### src/rtl/hazard_ctrl.sv
// hazard_ctrl
// ------------
// Stall/flush sequencer for the 5-stage integer core. It lives in ID next to
// the forwarding unit. It detects the hazards that forwarding cannot cover:
//   * load-use: a load in ID-EX whose destination the ID instruction reads
//   * branch operands compared in ID: an ALU writer still in ID-EX, or a load
//     in EX-MEM (an ALU result in EX-MEM is forwarded to ID and is not a hazard)
//   * the multi-cycle mult/div unit: any mult/div or mfhi/mflo arriving in ID
//     while the unit is busy
// From these it drives the PC and IF-ID write enables, ID-EX bubble insertion
// and the IF-ID flush. It also sequences the mult/div unit (start pulse,
// busy, done) and keeps a saturating count of stalled cycles.
//
// Ports
//   clk, rst_n                    clock (rising edge), async active-low reset
//   if_id_rs, if_id_rt            source registers of the ID instruction
//   if_id_uses_rt                 ID instruction reads rt
//   if_id_branch                  ID instruction is a branch compared in ID
//   if_id_md_op, if_id_is_div     ID instruction is mult (0) / div (1)
//   if_id_md_read                 ID instruction is mfhi/mflo
//   branch_taken                  branch in ID resolves taken
//   id_ex_dst, ex_mem_dst         destination registers in EX / MEM
//   id_ex_regwrite, ex_mem_regwrite  register write, active-low (0 = writes)
//   id_ex_memread, ex_mem_memread    stage holds a load
//   stall_cnt_clr                 synchronous clear of stall_cnt
//   pc_write, if_id_write         1 = update
//   id_ex_bubble                  1 = load NOP into ID-EX
//   if_id_flush                   1 = squash IF-ID
//   md_start, md_busy, md_done    mult/div sequencing
//   stall_cnt                     saturating stalled-cycle count
//
// Handshake with the mult/div unit: md_start is a single-cycle command, never
// issued in a stalled cycle. md_busy is high from the cycle after md_start for
// exactly LAT cycles; md_done marks the last of those cycles, and HI/LO are
// written at its closing edge. There is no back-pressure from the unit.

module hazard_ctrl #(
    parameter int MULT_LAT = 4,
    parameter int DIV_LAT  = 32,
    parameter int STALL_W  = 16
) (
    input  logic               clk,
    input  logic               rst_n,
    input  logic [4:0]         if_id_rs,
    input  logic [4:0]         if_id_rt,
    input  logic               if_id_uses_rt,
    input  logic               if_id_branch,
    input  logic               if_id_md_op,
    input  logic               if_id_is_div,
    input  logic               if_id_md_read,
    input  logic               branch_taken,
    input  logic [4:0]         id_ex_dst,
    input  logic [4:0]         ex_mem_dst,
    input  logic               id_ex_regwrite,
    input  logic               ex_mem_regwrite,
    input  logic               id_ex_memread,
    input  logic               ex_mem_memread,
    input  logic               stall_cnt_clr,
    output logic               pc_write,
    output logic               if_id_write,
    output logic               id_ex_bubble,
    output logic               if_id_flush,
    output logic               md_start,
    output logic               md_busy,
    output logic               md_done,
    output logic [STALL_W-1:0] stall_cnt
);

    typedef enum logic {
        IDLE = 1'b0,
        BUSY = 1'b1
    } md_state_t;

    localparam logic [5:0]         MULT_CNT = 6'(MULT_LAT);
    localparam logic [5:0]         DIV_CNT  = 6'(DIV_LAT);
    localparam logic [STALL_W-1:0] CNT_MAX  = '1;

    md_state_t  state_q, state_d;
    logic [5:0] cnt_q, cnt_d;

    logic id_ex_match, ex_mem_match;
    logic load_use, branch_haz, md_haz, stall;

    // Source match against a producing stage; regwrite is active-low and
    // register 0 never counts as a producer.
    always_comb begin
        id_ex_match  = (id_ex_dst != 5'd0) && !id_ex_regwrite &&
                       ((id_ex_dst == if_id_rs) ||
                        (if_id_uses_rt && (id_ex_dst == if_id_rt)));
        ex_mem_match = (ex_mem_dst != 5'd0) && !ex_mem_regwrite &&
                       ((ex_mem_dst == if_id_rs) ||
                        (if_id_uses_rt && (ex_mem_dst == if_id_rt)));
    end

    always_comb begin
        load_use   = id_ex_memread && id_ex_match;
        // Any ID-EX writer blocks a branch (ALU or load); from EX-MEM only a
        // load does, since ALU results there are forwarded into ID.
        branch_haz = if_id_branch &&
                     (id_ex_match || (ex_mem_memread && ex_mem_match));
        md_haz     = (state_q == BUSY) && (if_id_md_op || if_id_md_read);
        stall      = load_use || branch_haz || md_haz;
    end

    // While reset is held the pipeline is frozen with a bubble in ID-EX.
    always_comb begin
        pc_write     = rst_n && !stall;
        if_id_write  = rst_n && !stall;
        id_ex_bubble = !rst_n || stall;
        if_id_flush  = rst_n && branch_taken && !stall;
        md_busy      = (state_q == BUSY);
    end

    // Mult/div sequencer: next state and start/done outputs.
    always_comb begin
        state_d  = state_q;
        cnt_d    = cnt_q;
        md_start = 1'b0;
        md_done  = 1'b0;
        case (state_q)
            IDLE: begin
                if (rst_n && if_id_md_op && !stall) begin
                    md_start = 1'b1;
                    state_d  = BUSY;
                    cnt_d    = if_id_is_div ? DIV_CNT : MULT_CNT;
                end
            end
            BUSY: begin
                cnt_d = cnt_q - 6'd1;
                if (cnt_q == 6'd1) begin
                    md_done = 1'b1;
                    state_d = IDLE;
                end
            end
            default: begin
                state_d = IDLE;
                cnt_d   = 6'd0;
            end
        endcase
    end

    always_ff @(posedge clk or negedge rst_n) begin
        if (!rst_n) begin
            state_q <= IDLE;
            cnt_q   <= 6'd0;
        end else begin
            state_q <= state_d;
            cnt_q   <= cnt_d;
        end
    end

    // Clear takes priority; the clearing cycle itself is not counted.
    always_ff @(posedge clk or negedge rst_n) begin
        if (!rst_n) begin
            stall_cnt <= '0;
        end else if (stall_cnt_clr) begin
            stall_cnt <= '0;
        end else if (stall && (stall_cnt != CNT_MAX)) begin
            stall_cnt <= stall_cnt + 1'b1;
        end
    end

endmodule

### config.mk
export PLATFORM = sky130hd
export DESIGN_NAME = hazard_ctrl
export DESIGN_NICKNAME = d
export VERILOG_FILES = /design/src/rtl/hazard_ctrl.sv
export SDC_FILE = /design/constraint.sdc
export NUM_CORES = 1
export LEC_CHECK = 0
export BUFFER_PORTS_ARGS = -buffer_cell sky130_fd_sc_hd__buf_2
export CAP_MARGIN = 5
export CORE_MARGIN = 2
export CORE_UTILIZATION = 25
export CTS_BUF_LIST = sky130_fd_sc_hd__clkbuf_8
export CTS_CLUSTER_DIAMETER = 30
export CTS_CLUSTER_SIZE = 8
export DETAILED_ROUTE_END_ITERATION = 8
export GPL_TIMING_DRIVEN = 0
export PLACE_DENSITY = 0.43
export SETUP_SLACK_MARGIN = 0.02
export SYNTH_ARGS = -nofsm -noshare
export SYNTH_HDL_FRONTEND = slang
export SYNTH_SLANG_ARGS = --single-unit
### constraint.sdc
create_clock -name clk -period 4.45 [get_ports clk]
set_input_delay 1.335 -clock clk [delete_from_list [all_inputs] [get_ports clk]]
set_output_delay 1.335 -clock clk [all_outputs]
set_load 0.05 [all_outputs]
Yosys cells after proc, flatten, opt, wreduce, memory -nomap -nowiden
Index checks and enable logic that the tools add are counted.
{"block": "op_classes", "addsub": 2, "eq_ne": 7, "mux": 11, "bitwise": 1, "reduce_logical": 30}
{"operator": "two-way mux 16 bit", "count": 2}
{"operator": "equality test 5 bit", "count": 4}
{"operator": "adder 16 x 1 -> 16 bit (second input constant)", "count": 1}
{"operator": "logical AND 1 bit", "count": 16}
{"operator": "!= test 16 bit (second input constant)", "count": 1}
{"operator": "two-way mux 6 bit", "count": 2}
{"operator": "one-hot mux 6 bit (2 select lines)", "count": 1}
{"operator": "nonzero test 5 bit", "count": 2}
{"operator": "logical OR 1 bit", "count": 7}
{"operator": "equality test 6 x 1 -> 1 bit (second input constant)", "count": 1}
{"operator": "subtractor 6 x 1 -> 6 bit (second input constant)", "count": 1}
{"operator": "two-way mux 1 bit", "count": 5}
{"operator": "zero test 1 bit", "count": 4}
{"operator": "!= test 2 bit (second input constant)", "count": 1}
{"operator": "one-hot mux 1 bit (2 select lines)", "count": 1}
{"operator": "nonzero test 2 bit", "count": 1}
{"operator": "inverter 1 bit", "count": 1}
{"block": "totals", "regBits": 23, "in_bits": 33, "output_inout_bits": 23, "word_cells": 54}

Depth between registers and ports, before layout
Gate-level depths: netlist of run 1.
{"block": "depth", "word_depth": 13, "depth_mapped": 9, "depth_no_buf": 8}

Worst setup path before layout of run 1
No wires, ideal clock.
{"block": "synth_path", "path_kind": "input to output", "startpoint": "input port if_id_rt[2]", "endpoint": "output port if_id_flush", "t_arrival_ns": 3.786, "required_time_ns": 3.115, "setup_slack_ns": -0.671, "stages": 9, "n_path_buf": 1, "path_cell_list": "xor2_1 nor4_2 a32oi_1 or4_4 buf_6 and2_4 nand2_1 inv_1 and2_1"}
{"block": "synth_between", "elab_chain_cells": 11, "word_cells_on_any_way": 16, "classes_between": "2 x eq/ne; 14 x reduce/logical"}
{"element": "from (decl)", "line_no": "45", "text": "input logic [4:0] if_id_rt,"}
{"element": "equality test 5 bit", "line_no": "92", "text": "(if_id_uses_rt && (ex_mem_dst == if_id_rt)));"}
{"element": "logical AND 1 bit", "line_no": "92"}
{"element": "logical OR 1 bit", "line_no": "91", "text": "((ex_mem_dst == if_id_rs) ||"}
{"element": "logical AND 1 bit", "line_no": "90", "text": "ex_mem_match = (ex_mem_dst != 5'd0) && !ex_mem_regwrite &&"}
{"element": "logical AND 1 bit", "line_no": "100", "text": "(id_ex_match || (ex_mem_memread && ex_mem_match));"}
{"element": "logical OR 1 bit", "line_no": "100"}
{"element": "logical AND 1 bit", "line_no": "99", "text": "branch_haz = if_id_branch &&"}
{"element": "logical OR 1 bit (*) (2 in a row)", "line_no": "102", "text": "stall = load_use || branch_haz || md_haz;"}
{"element": "zero test 1 bit (*)", "line_no": "110", "text": "if_id_flush = rst_n && branch_taken && !stall;"}
{"element": "logical AND 1 bit (*)", "line_no": "110"}
{"element": "to (decl)", "line_no": "62", "text": "output logic if_id_flush,"}
Mark *: on every way between the ends. The rest lies on a longest branch, timed or not.

Worst setup path after layout of run 1
{"block": "layout_path", "startpoint": "input port ex_mem_dst[1]", "endpoint": "output port if_id_flush"}
{"block": "layout_between", "elab_chain_cells": 11, "word_cells_on_any_way": 14, "classes_between": "2 x eq/ne; 12 x reduce/logical"}
{"element": "from (decl)", "line_no": "53", "text": "input logic [4:0] ex_mem_dst,"}
{"element": "equality test 5 bit", "line_no": "92"}
{"element": "logical AND 1 bit", "line_no": "92"}
{"element": "logical OR 1 bit", "line_no": "91"}
{"element": "logical AND 1 bit (*)", "line_no": "90"}
{"element": "logical AND 1 bit (*)", "line_no": "100"}
{"element": "logical OR 1 bit (*)", "line_no": "100"}
{"element": "logical AND 1 bit (*)", "line_no": "99"}
{"element": "logical OR 1 bit (*) (2 in a row)", "line_no": "102"}
{"element": "zero test 1 bit (*)", "line_no": "110"}
{"element": "logical AND 1 bit (*)", "line_no": "110"}
Marked as above.

==> results of run 1 <==
-- per-stage QoR --
stage / hold WS, ns / TNS [ns]
2_1_floorplan: 0.490 / -0.387
3_3_place_gp: 0.531 / -1.35
3_5_place_dp: 0.537 / -1.24
4_1_cts: 0.549 / -0.0735
5_1_grt: 0.601 / -0.451
6_report: 0.544 / -0.126
-- state kept, by name, summed over array words and instances (netlist names) --
| signal | count |
|---|---|
| cnt_q | 6 |
| md_busy | 1 |
| stall_cnt | 16 |
-- Yosys cell counts, drive strengths merged (2+ instances only) --
cell type	n	area (sq um)
a31o	4	35.0
dfrtp	23	576
xnor2	8	70.1
ha	3	37.5
nor3	4	20.0
nand4	3	18.8
and2	2	15.0
inv	5	18.8
a211oi	2	15.0
nor2	29	109
xor2	19	166
a21oi	8	40.0
mux2	7	82.6
and3	4	25.0
nor4	2	18.8
a32oi	2	17.5
nand2b	4	25.0
nand2	9	33.8
o21ai	2	10.0
clkbuf	4	15.0
nor2b	7	43.8
buf	3	23.8
or4	4	33.8
nand3	8	40.0
-- where the power goes --
group          leakage, nW  total [mW]  switching (mW)  internal, mW
sequential           0.305       0.295          0.0448         0.250
clock               0.0269       0.133          0.0715        0.0618
combinational        0.666       0.359           0.212         0.147
-- cell families after synthesis --
group	share of synthesized area, %
mux	5.77
fa+ha+maj	2.34
buf+inv	3.59
xor+xnor	14.7
compound gates	10.1
flops	35.9
simple gates	27.6
-- critical path, stage by stage --
cell and delay (ns):
buf_6 0.10, xor2_1 0.16, nor4_2 0.31, a32oi_1 0.14, or4_4 0.46, and2_4 0.18, nand2_8 0.06, clkinvlp_4 0.11
and2_4 0.17, buf_8 0.14
-- how the worst min path moves through the flow --
stage | start | end | slack, ns | depth (start not counted)
after CTS | cnt_q[0] | cnt_q[0] | 0.55 | 1
after detailed placement | cnt_q[0] | cnt_q[0] | 0.54 | 1
after global routing | cnt_q[0] | cnt_q[0] | 0.60 | 1
after global placement | cnt_q[0] | cnt_q[0] | 0.53 | 1
after floorplan | cnt_q[0] | cnt_q[0] | 0.49 | 1
final | cnt_q[0] | cnt_q[0] | 0.54 | 1
-- area by class of cell --
| class | count | share of cell area, % |
|---|---|---|
| buffer | 5 | 1.29 |
| clock buffer | 3 | 1.94 |
| clock inverter | 1 | 0.176 |
| inverter | 5 | 1.06 |
| multi-input combinational | 144 | 47.2 |
| sequential | 23 | 27.0 |
| tap | 77 | 4.53 |
| timing repair buffer | 58 | 16.8 |
-- routing by layer --
layer  GRT usage [%]  vias up
li1                -      740
met1            17.9      672
met2            19.7       52
met3            1.68        5
met4            4.84        0
met5               0        -
-- timing repair --
action                     in CTS  in global routing
pin swaps                       6                  1
buffers inserted                3                  1
setup endpoints to repair       5                  5
cloned                          0                  0
resized for setup              10                 11
==> out/metrics.yaml, run 1 <==
run_status:
  status: "complete, but fails checks"
  violations: "setup timing"
floorplanning:
  ioPinCount: 56
  fp.dieH_microns: 84.1
  die_w_microns: 84.1
  core-area_sq_um: 6280
  start_util_pct: 25.6
  die_area_sq_um: 7070
  core.rowCount: 29
timing:
  final-setup-viol-count: 3
  worstMarginPinSlew_ns: 0.658
  rsz0062_at_grt: "true"
  slew_headroom_pct: 56.2
  drv_slew: 0
  post-route-period-util_pct: 101
  fmax_mhz: 222
  fin_skew_ns: 0.00362
  hold_viol: 0
  setup_ws_ns: -0.0629
  period_needed_ns: 4.51
power:
  irDropWorstVdd_uv: 219
  pwr_density_cell_nw_per_um2: 370
  power.leakage_nw: 0.998
  total_power_mw: 0.787
synth:
  synthesis.area_sq_um: 1600
  syn_avg_cell_area_sq_um: 8.96
  ys.flop_type: "dfrtp_1"
  ys_seq_area_share_pct: 35.9
  yosys_warnings: 0
  syn_inst: 179
  synth-edff-count: 0
  syn_nets: 215
  async_flop_share_pct: 100
  netlist-cell-type-count: 44
  synth_seq_cells: 23
worst_setup_path:
  critPathMaxFanout: 3
  reg2reg_setup_slack_ns: 2.06
  criticalPathCategory: "input pin to primary output"
  cp-start-kind: "input pin"
  r2r_cells: 9
  timing.rr.end: "stall_cnt[2]"
  crit_path_start: "ex_mem_dst[1]"
  crit_required_ns: 3.12
  end_kind: "primary output"
  crit_arrival_ns: 3.18
  critical_path.reg2reg.startpoint: "stall_cnt[0]"
  crit_end: "if_id_flush"
placed_design:
  dp_slack_ns: -0.308
  gp_congestion: 0.826
  hpwl_microns: 3220
  io_buffers: 54
  place_area_sq_um: 1990
  placedCellCount: 310
detailed_routing:
  dr.pass1.iters: 4
  met2_length_microns: 1800
  met3_length_microns: 259
  via_per_inst: 4.65
  wirelength_microns: 4260
  first_iter_violations: 55
  antenna_left: 0
  drc: 0
  routed.top_layer: "met4"
  wl_met1_microns: 2140
  post_drt_wl_per_cell_microns: 13.5
  vias: 1469
final_layout:
  mostFrequentLayoutCell: "buf_2"
  antenna_cells: 0
  regArea_sq_um: 576
  instances_no_fill: 316
  drive_gt1_share_pct: 33.5
  nFillCells: 664
  final_nets: 276
  area_growth_pct: 32.7
  final_cell_mix: "buf_2 (46), nor2_1 (29), dfrtp_1 (23)"
  fin_area_sq_um: 2130
  multi_input_comb_area_sq_um: 1000
  fin_util_pct: 33.9
grt:
  grt_overflow: 0
  grt_pass1_vias: 1506
  antenna_found_initial: 0
  grt_usage_pct: 12.7
  grt_start_max_net_pins: 26
  grt_pass1_wl_microns: 7310
clock_network:
  ctsRootBufferMaster: "clkbuf_8"
  clock_path_buffers: 2
  cts_sinks: 23
  htree_levels: 1
  clock_latency_ns: 0.27
  cts_hold_buf: 0
  cts_tree: "yes"
  cts_inserted_buffers: 3
  clkTransAtPathRegs_ns: 0.08
hold_path:
  hp-class: "flip-flop to flip-flop"
run:
  maxCapViolCount: 0
(Power assumes the default switching activity.)
==> run 2, diff against run 1 <==
--- a/config.mk
+++ b/config.mk
@@ -8,13 +8,13 @@
 export BUFFER_PORTS_ARGS = -buffer_cell sky130_fd_sc_hd__buf_2
 export CAP_MARGIN = 5
 export CORE_MARGIN = 2
-export CORE_UTILIZATION = 25
+export CORE_UTILIZATION = 52
 export CTS_BUF_LIST = sky130_fd_sc_hd__clkbuf_8
 export CTS_CLUSTER_DIAMETER = 30
 export CTS_CLUSTER_SIZE = 8
 export DETAILED_ROUTE_END_ITERATION = 8
 export GPL_TIMING_DRIVEN = 0
-export PLACE_DENSITY = 0.43
+export PLACE_DENSITY = 0.8
 export SETUP_SLACK_MARGIN = 0.02
 export SYNTH_ARGS = -nofsm -noshare
 export SYNTH_HDL_FRONTEND = slang
==> out/metrics.yaml, run 2 (synthesis results as in run 1) <==
run_status:
  status: "finished, final reports clean"
detailed_routing:
  dr.pass1.iters: 4  # unchanged
  antenna_left: 0  # unchanged
  drc: 0  # unchanged
  via_per_inst: 5.46  # +18%
  post_drt_wl_per_cell_microns: 13.3  # -1.7%
  vias: 1481  # +0.82%
  wirelength_microns: 3590  # -16%
  first_iter_violations: 37  # -33%
power:
  irDropWorstVdd_uv: 221  # +1.1%
  power.leakage_nw: 0.987  # -1.1%
  total_power_mw: 0.776  # -1.3%
  pwr_density_cell_nw_per_um2: 380  # +2.8%
timing:
  hold_viol: 0  # unchanged
  period_needed_ns: 4.45  # -0.0644 ns
  slew_headroom_pct: 60.1  # +4.0 points
  rsz0062_at_grt: "true"
  drv_slew: 0  # unchanged
  worstMarginPinSlew_ns: 0.598  # -0.0594 ns
  fin_skew_ns: 0.00301  # -0.000613 ns
  final-setup-viol-count: 0  # -3
  post-route-period-util_pct: 100  # -1.4 points
  fmax_mhz: 225  # +1.4%
clock_network:
  clock_path_buffers: 2  # unchanged
  ctsRootBufferMaster: "clkbuf_8"
  cts_tree: "yes"
  cts_hold_buf: 0  # unchanged
  htree_levels: 1  # unchanged
  clock_latency_ns: 0.26  # about the same
  cts_inserted_buffers: 3  # unchanged
  clkTransAtPathRegs_ns: 0.08  # about the same
  cts_sinks: 23  # unchanged
final_layout:
  mostFrequentLayoutCell: "buf_2"
  final_cell_mix: "buf_2 (49), nor2_1 (29), dfrtp_1 (23)"
  top_register: "stall_cnt"
  drive_gt1_share_pct: 32.8  # -0.70 points
  largest_reg_flops: 16  # unchanged
  fin_util_pct: 68.0  # +34 points
  antenna_cells: 0  # unchanged
  final_nets: 275  # -0.36%
  area_growth_pct: 27.4
grt:
  grt_overflow: 0  # unchanged
  grt_pass1_wl_microns: 5990  # -18%
  grt_start_max_net_pins: 26  # unchanged
  grt_usage_pct: 21.8  # +9.1 points
  antenna_found_initial: 0  # unchanged
  grt_pass1_vias: 1448  # -3.9%
floorplanning:
  die_area_sq_um: 3550  # -50%
  core-area_sq_um: 3000  # -52%
  fp.dieH_microns: 59.5  # -29%
  core.rowCount: 20  # -31%
  start_util_pct: 53.4  # +28 points
  die_w_microns: 59.5  # -29%
  ioPinCount: 56  # unchanged
placed_design:
  hpwl_microns: 2690  # -16%
  gp_congestion: 0.826  # about the same
  io_buffers: 54  # unchanged
worst_setup_path:
  critPathMaxFanout: 3  # unchanged
  critical_path.reg2reg.startpoint: "stall_cnt[0]"
  crit_required_ns: 3.12  # about the same
  crit_path_start: "ex_mem_dst[1]"
  max_stage_delay_ns: 0.45  # about the same
  path_buf_inv: 3  # unchanged
  cp_common_cell: "and2_4"
  crit_path_top_delay_cell: "or4_4"
  path_cells: "buf_6 > xor2_1 > nor4_2 > a32oi_1 > or4_4 > and2_4 > nand2_8 > clkinvlp_4 > and2_4 > buf_8"
  criticalPathCategory: "input pin to primary output"
  crit_arrival_ns: 3.11  # -0.07 ns
  cp-start-kind: "input pin"
  end_kind: "primary output"
  path_delay_family: "simple AND/OR/NAND/NOR gates"
hold_path:
  min_from: "cnt_q[0]"
  hp-class: "flip-flop to flip-flop"
run:
  maxCapViolCount: 0  # unchanged
[run 2: cell types whose count changed in the layout (fill, tap and decap cells not counted)]
cell and change:
buf_2 +3, buf_4 -2, buf_6 -2, and4_1 +1, and4_2 -1, clkinv_2 +1, inv_1 -1, xor2_1 +1
xor2_2 -1
[run 2: cell type report]
| cell class | count | area, sq um |
|---|---|---|
| well taps | 33 | 41.3 |
| multi-input cells | 144 | 996 |
| fillers | 254 | 960 |
| flip-flops and latches | 23 | 576 |
| repair buffers | 57 | 338 |
| clock buffers | 3 | 41.3 |
| clock inverters | 1 | 5.00 |
| plain buffers | 5 | 23.8 |
| inverters | 5 | 22.5 |
[run 2: report_power, final]
group	leakage (nW)	switching, mW	internal [mW]
logic	0.656	0.210	0.143
clock network	0.0255	0.0649	0.0624
registers	0.305	0.0458	0.250
[run 2: metal layers]
metal	vias up	wire [microns]	GRT usage, %	part of all wire, %
li1	746	-	-	-
met3	4	220	3.49	6.1
met1	684	1580	26.6	44
met4	0	27	6.98	0.75
met2	47	1760	38.9	49
met5	-	0	0	0
[run 2: worst paths after layout]
check / end / slack, ns / cells after the start
setup / recovery: if_id_flush / 0.002 / 10
min in group asynchronous: stall_cnt[7] / 1.07 / 1
hold / removal: cnt_q[0] / 0.56 / 1
max in group asynchronous: stall_cnt[2] / 2.99 / 1
setup reg to reg: stall_cnt[2] / 2.09 / 9
hold reg to reg: cnt_q[0] / 0.56 / 1
[run 2: per-stage QoR]
| step | hold WS, ns | instances | area [sq um] | worst slack [ns] | TNS (ns) |
|---|---|---|---|---|---|
| 2_1_floorplan | 0.490 | 179 | 1630 | -0.196 | -0.387 |
| 3_3_place_gp | 0.520 | 266 | 1940 | -0.265 | -1.04 |
| 3_5_place_dp | 0.544 | 266 | 1940 | -0.269 | -1.04 |
| 4_1_cts | 0.558 | 271 | 2030 | -0.0167 | -0.0167 |
| 5_1_grt | 0.595 | 271 | 2040 | -0.0700 | -0.112 |
| 6_report | 0.555 | 271 | 2040 | 0.00157 | 0 |
[run 2: what timing repair did]
action	CTS	global route
setup buffers	3	0
pin swaps	7	2
endpoints found under the setup margin	5	3
resized for setup	11	2
